### src/rtl/vga_pkg.sv
// Shared VGA timing defaults, bus widths and palette constants for the display path.
package vga_pkg;
    localparam int CNT_W   = 10;
    localparam int COLOR_W = 12;

    localparam int CLK_DIV_DEF        = 4;
    localparam int H_TOTAL_DEF        = 800;
    localparam int H_SYNC_END_DEF     = 96;
    localparam int H_BRIGHT_START_DEF = 144;
    localparam int H_BRIGHT_END_DEF   = 784;
    localparam int V_TOTAL_DEF        = 525;
    localparam int V_SYNC_END_DEF     = 2;
    localparam int V_BRIGHT_START_DEF = 35;
    localparam int V_BRIGHT_END_DEF   = 515;

    localparam logic [COLOR_W-1:0] WALL  = 12'h00F;
    localparam logic [COLOR_W-1:0] BLACK = 12'h000;
    localparam logic [COLOR_W-1:0] WHITE = 12'hFFF;
endpackage

### src/rtl/pixel_clk_div.sv
// Strobe generator: tick is high for one clk out of every DIV; tick_next is its next-state value.
module pixel_clk_div #(
    parameter int DIV = 4
) (
    input  logic clk,
    input  logic rst,
    output logic tick,
    output logic tick_next
);
    localparam int W = (DIV > 1) ? $clog2(DIV) : 1;
    localparam logic [W-1:0] LAST = W'(DIV - 1);

    logic [W-1:0] cnt, cnt_nxt;

    assign cnt_nxt   = (cnt == LAST) ? '0 : cnt + 1'b1;
    assign tick_next = (cnt_nxt == LAST);

    // tick is a register that mirrors (cnt == LAST) without an output decode
    always_ff @(posedge clk or posedge rst) begin
        if (rst) begin
            cnt  <= '0;
            tick <= 1'b0;
        end else begin
            cnt  <= cnt_nxt;
            tick <= tick_next;
        end
    end
endmodule

### src/rtl/vga_timing_gen.sv
// 800x525 VGA scan counters with registered sync/bright/strobe decodes.
// Optional checkerboard test pattern on rgbTest when DISPLAY_TESTPAT_EN is defined.
module vga_timing_gen
    import vga_pkg::*;
#(
    parameter int CLK_DIV        = CLK_DIV_DEF,
    parameter int H_TOTAL        = H_TOTAL_DEF,
    parameter int H_SYNC_END     = H_SYNC_END_DEF,
    parameter int H_BRIGHT_START = H_BRIGHT_START_DEF,
    parameter int H_BRIGHT_END   = H_BRIGHT_END_DEF,
    parameter int V_TOTAL        = V_TOTAL_DEF,
    parameter int V_SYNC_END     = V_SYNC_END_DEF,
    parameter int V_BRIGHT_START = V_BRIGHT_START_DEF,
    parameter int V_BRIGHT_END   = V_BRIGHT_END_DEF
) (
    input  logic               clk,
    input  logic               reset,
    output logic               pixelEn,
    output logic [CNT_W-1:0]   hCount,
    output logic [CNT_W-1:0]   vCount,
    output logic               hSync,
    output logic               vSync,
    output logic               bright,
    output logic               lineStart,
    output logic               frameStart,
    output logic [COLOR_W-1:0] rgbTest
);
    localparam logic [CNT_W-1:0] H_LAST = CNT_W'(H_TOTAL - 1);
    localparam logic [CNT_W-1:0] V_LAST = CNT_W'(V_TOTAL - 1);
    localparam logic [CNT_W-1:0] HSE    = CNT_W'(H_SYNC_END);
    localparam logic [CNT_W-1:0] VSE    = CNT_W'(V_SYNC_END);
    localparam logic [CNT_W-1:0] HBS    = CNT_W'(H_BRIGHT_START);
    localparam logic [CNT_W-1:0] HBE    = CNT_W'(H_BRIGHT_END);
    localparam logic [CNT_W-1:0] VBS    = CNT_W'(V_BRIGHT_START);
    localparam logic [CNT_W-1:0] VBE    = CNT_W'(V_BRIGHT_END);

    logic             pe_nxt;
    logic [CNT_W-1:0] h_nxt, v_nxt;
    logic             bright_nxt;

    pixel_clk_div #(.DIV(CLK_DIV)) u_div (
        .clk      (clk),
        .rst      (reset),
        .tick     (pixelEn),
        .tick_next(pe_nxt)
    );

    always_comb begin
        h_nxt = hCount;
        v_nxt = vCount;
        if (pixelEn) begin
            if (hCount == H_LAST) begin
                h_nxt = '0;
                v_nxt = (vCount == V_LAST) ? '0 : vCount + 1'b1;
            end else begin
                h_nxt = hCount + 1'b1;
            end
        end
    end

    assign bright_nxt = (h_nxt >= HBS) && (h_nxt < HBE) && (v_nxt >= VBS) && (v_nxt < VBE);

    // decodes use next-state counts so they line up with hCount/vCount every cycle
    always_ff @(posedge clk or posedge reset) begin
        if (reset) begin
            hCount     <= '0;
            vCount     <= '0;
            hSync      <= 1'b0;
            vSync      <= 1'b0;
            bright     <= 1'b0;
            lineStart  <= 1'b0;
            frameStart <= 1'b0;
        end else begin
            hCount     <= h_nxt;
            vCount     <= v_nxt;
            hSync      <= !(h_nxt < HSE);
            vSync      <= !(v_nxt < VSE);
            bright     <= bright_nxt;
            lineStart  <= pe_nxt && (h_nxt == '0);
            frameStart <= pe_nxt && (h_nxt == '0) && (v_nxt == '0);
        end
    end

`ifdef DISPLAY_TESTPAT_EN
    logic [CNT_W-1:0] hx, vy;
    assign hx = h_nxt - HBS;
    assign vy = v_nxt - VBS;

    always_ff @(posedge clk or posedge reset) begin
        if (reset)
            rgbTest <= '0;
        else if (!bright_nxt)
            rgbTest <= BLACK;
        else
            rgbTest <= (hx[3] ^ vy[3]) ? WHITE : WALL;
    end
`else
    assign rgbTest = '0;
`endif
endmodule

### config.mk
export PLATFORM = sky130hd
export DESIGN_NAME = vga_timing_gen
export DESIGN_NICKNAME = d
export VERILOG_FILES = /design/src/rtl/vga_pkg.sv /design/src/rtl/pixel_clk_div.sv /design/src/rtl/vga_timing_gen.sv
export SDC_FILE = /design/constraint.sdc
export NUM_CORES = 1
export LEC_CHECK = 0
export ABC_AREA = 1
export CORE_MARGIN = 2
export CORE_UTILIZATION = 51
export DETAILED_ROUTE_END_ITERATION = 8
export PLACE_DENSITY = 0.75
export SLEW_MARGIN = 20
export SYNTH_ARGS = -nofsm -noshare
export SYNTH_HDL_FRONTEND = slang
export SYNTH_SLANG_ARGS = --single-unit
### constraint.sdc
create_clock -name clk -period 2.1 [get_ports clk]
set_input_delay 0.525 -clock clk [delete_from_list [all_inputs] [get_ports clk]]
set_output_delay 0.525 -clock clk [all_outputs]
set_load 0.02 [all_outputs]
==> results.md <==
- HPWL after DPL: 3.34 mm
- Worst hold path startpoint: u_div.cnt[0]$_DFF_PP0_
- FMAX: 492 MHz
- Synth warnings: 0
- Vias: 1,743
- Routed wire length per instance: 12.3 microns
- Die Span Y: 65.9 microns
- Post-Synth XOR/XNOR Area: 0.00895
- Leakage: 1.33 nW
- Simple-Gate Fraction of Synth Area: 0.408
- GRT Overall Usage: 0.213
- Commonest cells after routing, fill and taps aside: 76 x nand2_1, 45 x inv_1, 32 x nand3_1, 27 x clkdlybuf4s50_1
- Filler cells: 328
- Buffers & Inverters on Critical Path: 2
- Critical path class: flop to output port
- Maxcap violations: 0
- Antenna cells: 0
- Setup ws final: 0.0684 ns
- Crit. Startpoint: u_div.tick$_DFF_PP0_
- Vias in the first global route: 1,487
- Critical path's slowest cell: clkdlybuf4s50_1
- CTS buffer count: 3
- Worst slack, placed: 0.107 ns
- #FFs+latches synth: 28
- Initial antenna violation count: 0
- Clk Latency, worst-skew pair: 0.28 ns
- CP max FO: 8
- Hold Violations, Final: 0
- Worst path top cell family by delay: buffers and inverters
- Detailed Route Iter0 Violations: 103
- NumNets Final: 328
- Rows: 22
- Mux contribution to synthesized area: 0
- Sequential fraction of the synthesis area: 0.358
- H-tree levels: 1
- Post-synth cell types: 29
- Crit-path cells: buf_4, clkdlybuf4s50_1
- Reg clk slew, reported paths: 0.09 ns
- First-pass GRT wire length: 7.02 mm
- Critical path required time: 1.57 ns
- Final period utilization: 0.967
- PwrDens: 365 mW/mm^2
- Routed Antenna Nets: 0
- Final setup fails: 0
- Clock Skew: 0.00471 ns
- # DRC: 0
- Status: completed
- CTS tree: built
- Total wire length: 4.50 mm
- Total Neg Setup Slack: 0 ns
- Vias/cell: 4.75
- CTS Sinks: 28
- Hold_buf cts: 0
- Final min period: 2.03 ns
- Port Buffers: 27
- Mapped Avg Cell Area: 6.91 sq um
- Slowest cell delay on critical path: 0.60 ns
- DR pass1 iterations: 4
- Final Max Tran Viols: 0
- R2r startpoint: hCount[1]$_DFF_PP0_
- Worst VDD drop: 0.337 mV
- Layout cells sized above 1: 0.157
- Core Area: 0.00369 sq mm
- Routability cong.: 0.931
- I/O Pins: 40
- Crit start category: flop
- Post-Syn Area: 0.00196 sq mm
- Largest net degree at the start of global routing: 29
- Post-Synth Adder-Cell Area: 0.0320
- Chip width: 65.9 microns
- Arrival time at the worst endpoint: 1.51 ns
- Crit path capture type: output port
- Initial core utilization: 0.531
- Area Growth Syn to Fin: 21.8%
- Max Buffers Root-to-Sink: 2
- Die ar.: 0.00435 sq mm
- Worst min path class: flop to flop
- Number of cells produced by synthesis: 283
- Leading cell type in the layout, fill and taps excluded: nand2_1
- Synth Area in Compound Gates: 0.0339
- Largest family of logic cells by synthesized area: simple AND/OR/NAND/NOR gates
- Congestion Overflow GR: 0
- CTS root buf: clkbuf_8
[stage by stage]
step	hold slack, ns	util	instances	area [sq um]	power, mW
after floorplan	0.422	-	294	2000	0.593
after global placement	0.436	0.615	359	2270	0.583
after detailed placement	0.446	0.615	359	2270	0.582
after CTS	0.462	0.627	362	2310	0.879
after global routing	0.495	0.646	367	2380	0.908
final	0.459	0.646	367	2380	0.870
[synthesized netlist by cell type, drive strengths merged]
library cell  number  area, sq um
a21o               1         7.51
a21oi              1         5.00
a22oi              1         7.51
and3               1         6.26
buf               15          105
clkbuf             2         7.51
clkinv             1         3.75
conb               1         3.75
dfrtp             28          701
ha                 5         62.6
inv               51          191
nand2             80          308
nand3             34          183
nand4              7         58.8
nor2              43          233
nor3               2         10.0
o21ai              7         38.8
o21bai             1         7.51
xor2               2         17.5
[worst register-to-register path, stage by stage, from the launching register on]
cell and delay [ns]:
dfrtp_1 0.43, ha_4 0.17, inv_2 0.05, nor2_2 0.11, nand3_2 0.15, nor2_4 0.21
buf_4 0.14, nand3_1 0.06, nand2_1 0.06, nand2_1 0.07, nand2_1 0.09, nor2_1 0.05
nand2_1 0.06, nor2_1 0.04, nor2_1 0.13, nor2_1 0.07
[routing by layer]
layer	global-route usage	wire length, microns	up-vias	part of all wire
li1	-	-	914	-
met1	0.298	2150	796	0.48
met2	0.348	2180	28	0.49
met3	0.0256	115	5	0.026
met4	0.0612	51	0	0.011
met5	0	0	-	0
[state kept, by name, indices dropped and copies added (netlist names)]
name,cells
hCount,10
vCount,10
u_div.cnt,2
bright,1
frameStart,1
hSync,1
lineStart,1
u_div.tick,1
vSync,1
[layout make-up]
type | count | area, sq um | area share
Clock buffer | 3 | 41.3 | 0.0173
Multi-Input combinational cell | 198 | 1030 | 0.433
Inverter | 52 | 195 | 0.0819
Tap cell | 48 | 60.1 | 0.0252
Sequential cell | 28 | 703 | 0.295
Timing Repair Buffer | 38 | 353 | 0.148
[power by group]
group | switching (mW) | total, mW | internal, mW
Clock | 0.169 | 0.298 | 0.129
Combinational | 0.0298 | 0.0327 | 0.00298
Sequential | 0 | 0.539 | 0.539
Total | 0.199 | 0.870 | 0.671
[cell families after synthesis]
| group | count (synthesis) |
|---|---|
| and+or+nand+nor | 167 |
| xor gates and xnor gates | 2 |
| other | 1 |
| DFF | 28 |
| AOI/OAI and AO/OA | 11 |
| buffers and inverters | 69 |
| adders and majority gates | 5 |
[worst paths after layout]
kind,endpoint,slack (ns),cells past startpoint
min in group asynchronous,vCount[1]$_DFF_PP0_,0.61,3
worst max register to register,bright$_DFF_PP0_,0.13,15
worst min-delay path,u_div.cnt[0]$_DFF_PP0_,0.46,1
max in group asynchronous,u_div.tick$_DFF_PP0_,1.20,3
worst max-delay path,pixelEn,0.07,2
worst min register to register,u_div.cnt[0]$_DFF_PP0_,0.46,1
[what timing repair did]
item,in CTS,in global routing
gates resized for setup,1,11
cloned,0,1
pin swaps,0,6
setup endpoints to repair,1,3
buffers inserted,0,4
Note: power is estimated with default switching activity, not from simulation.
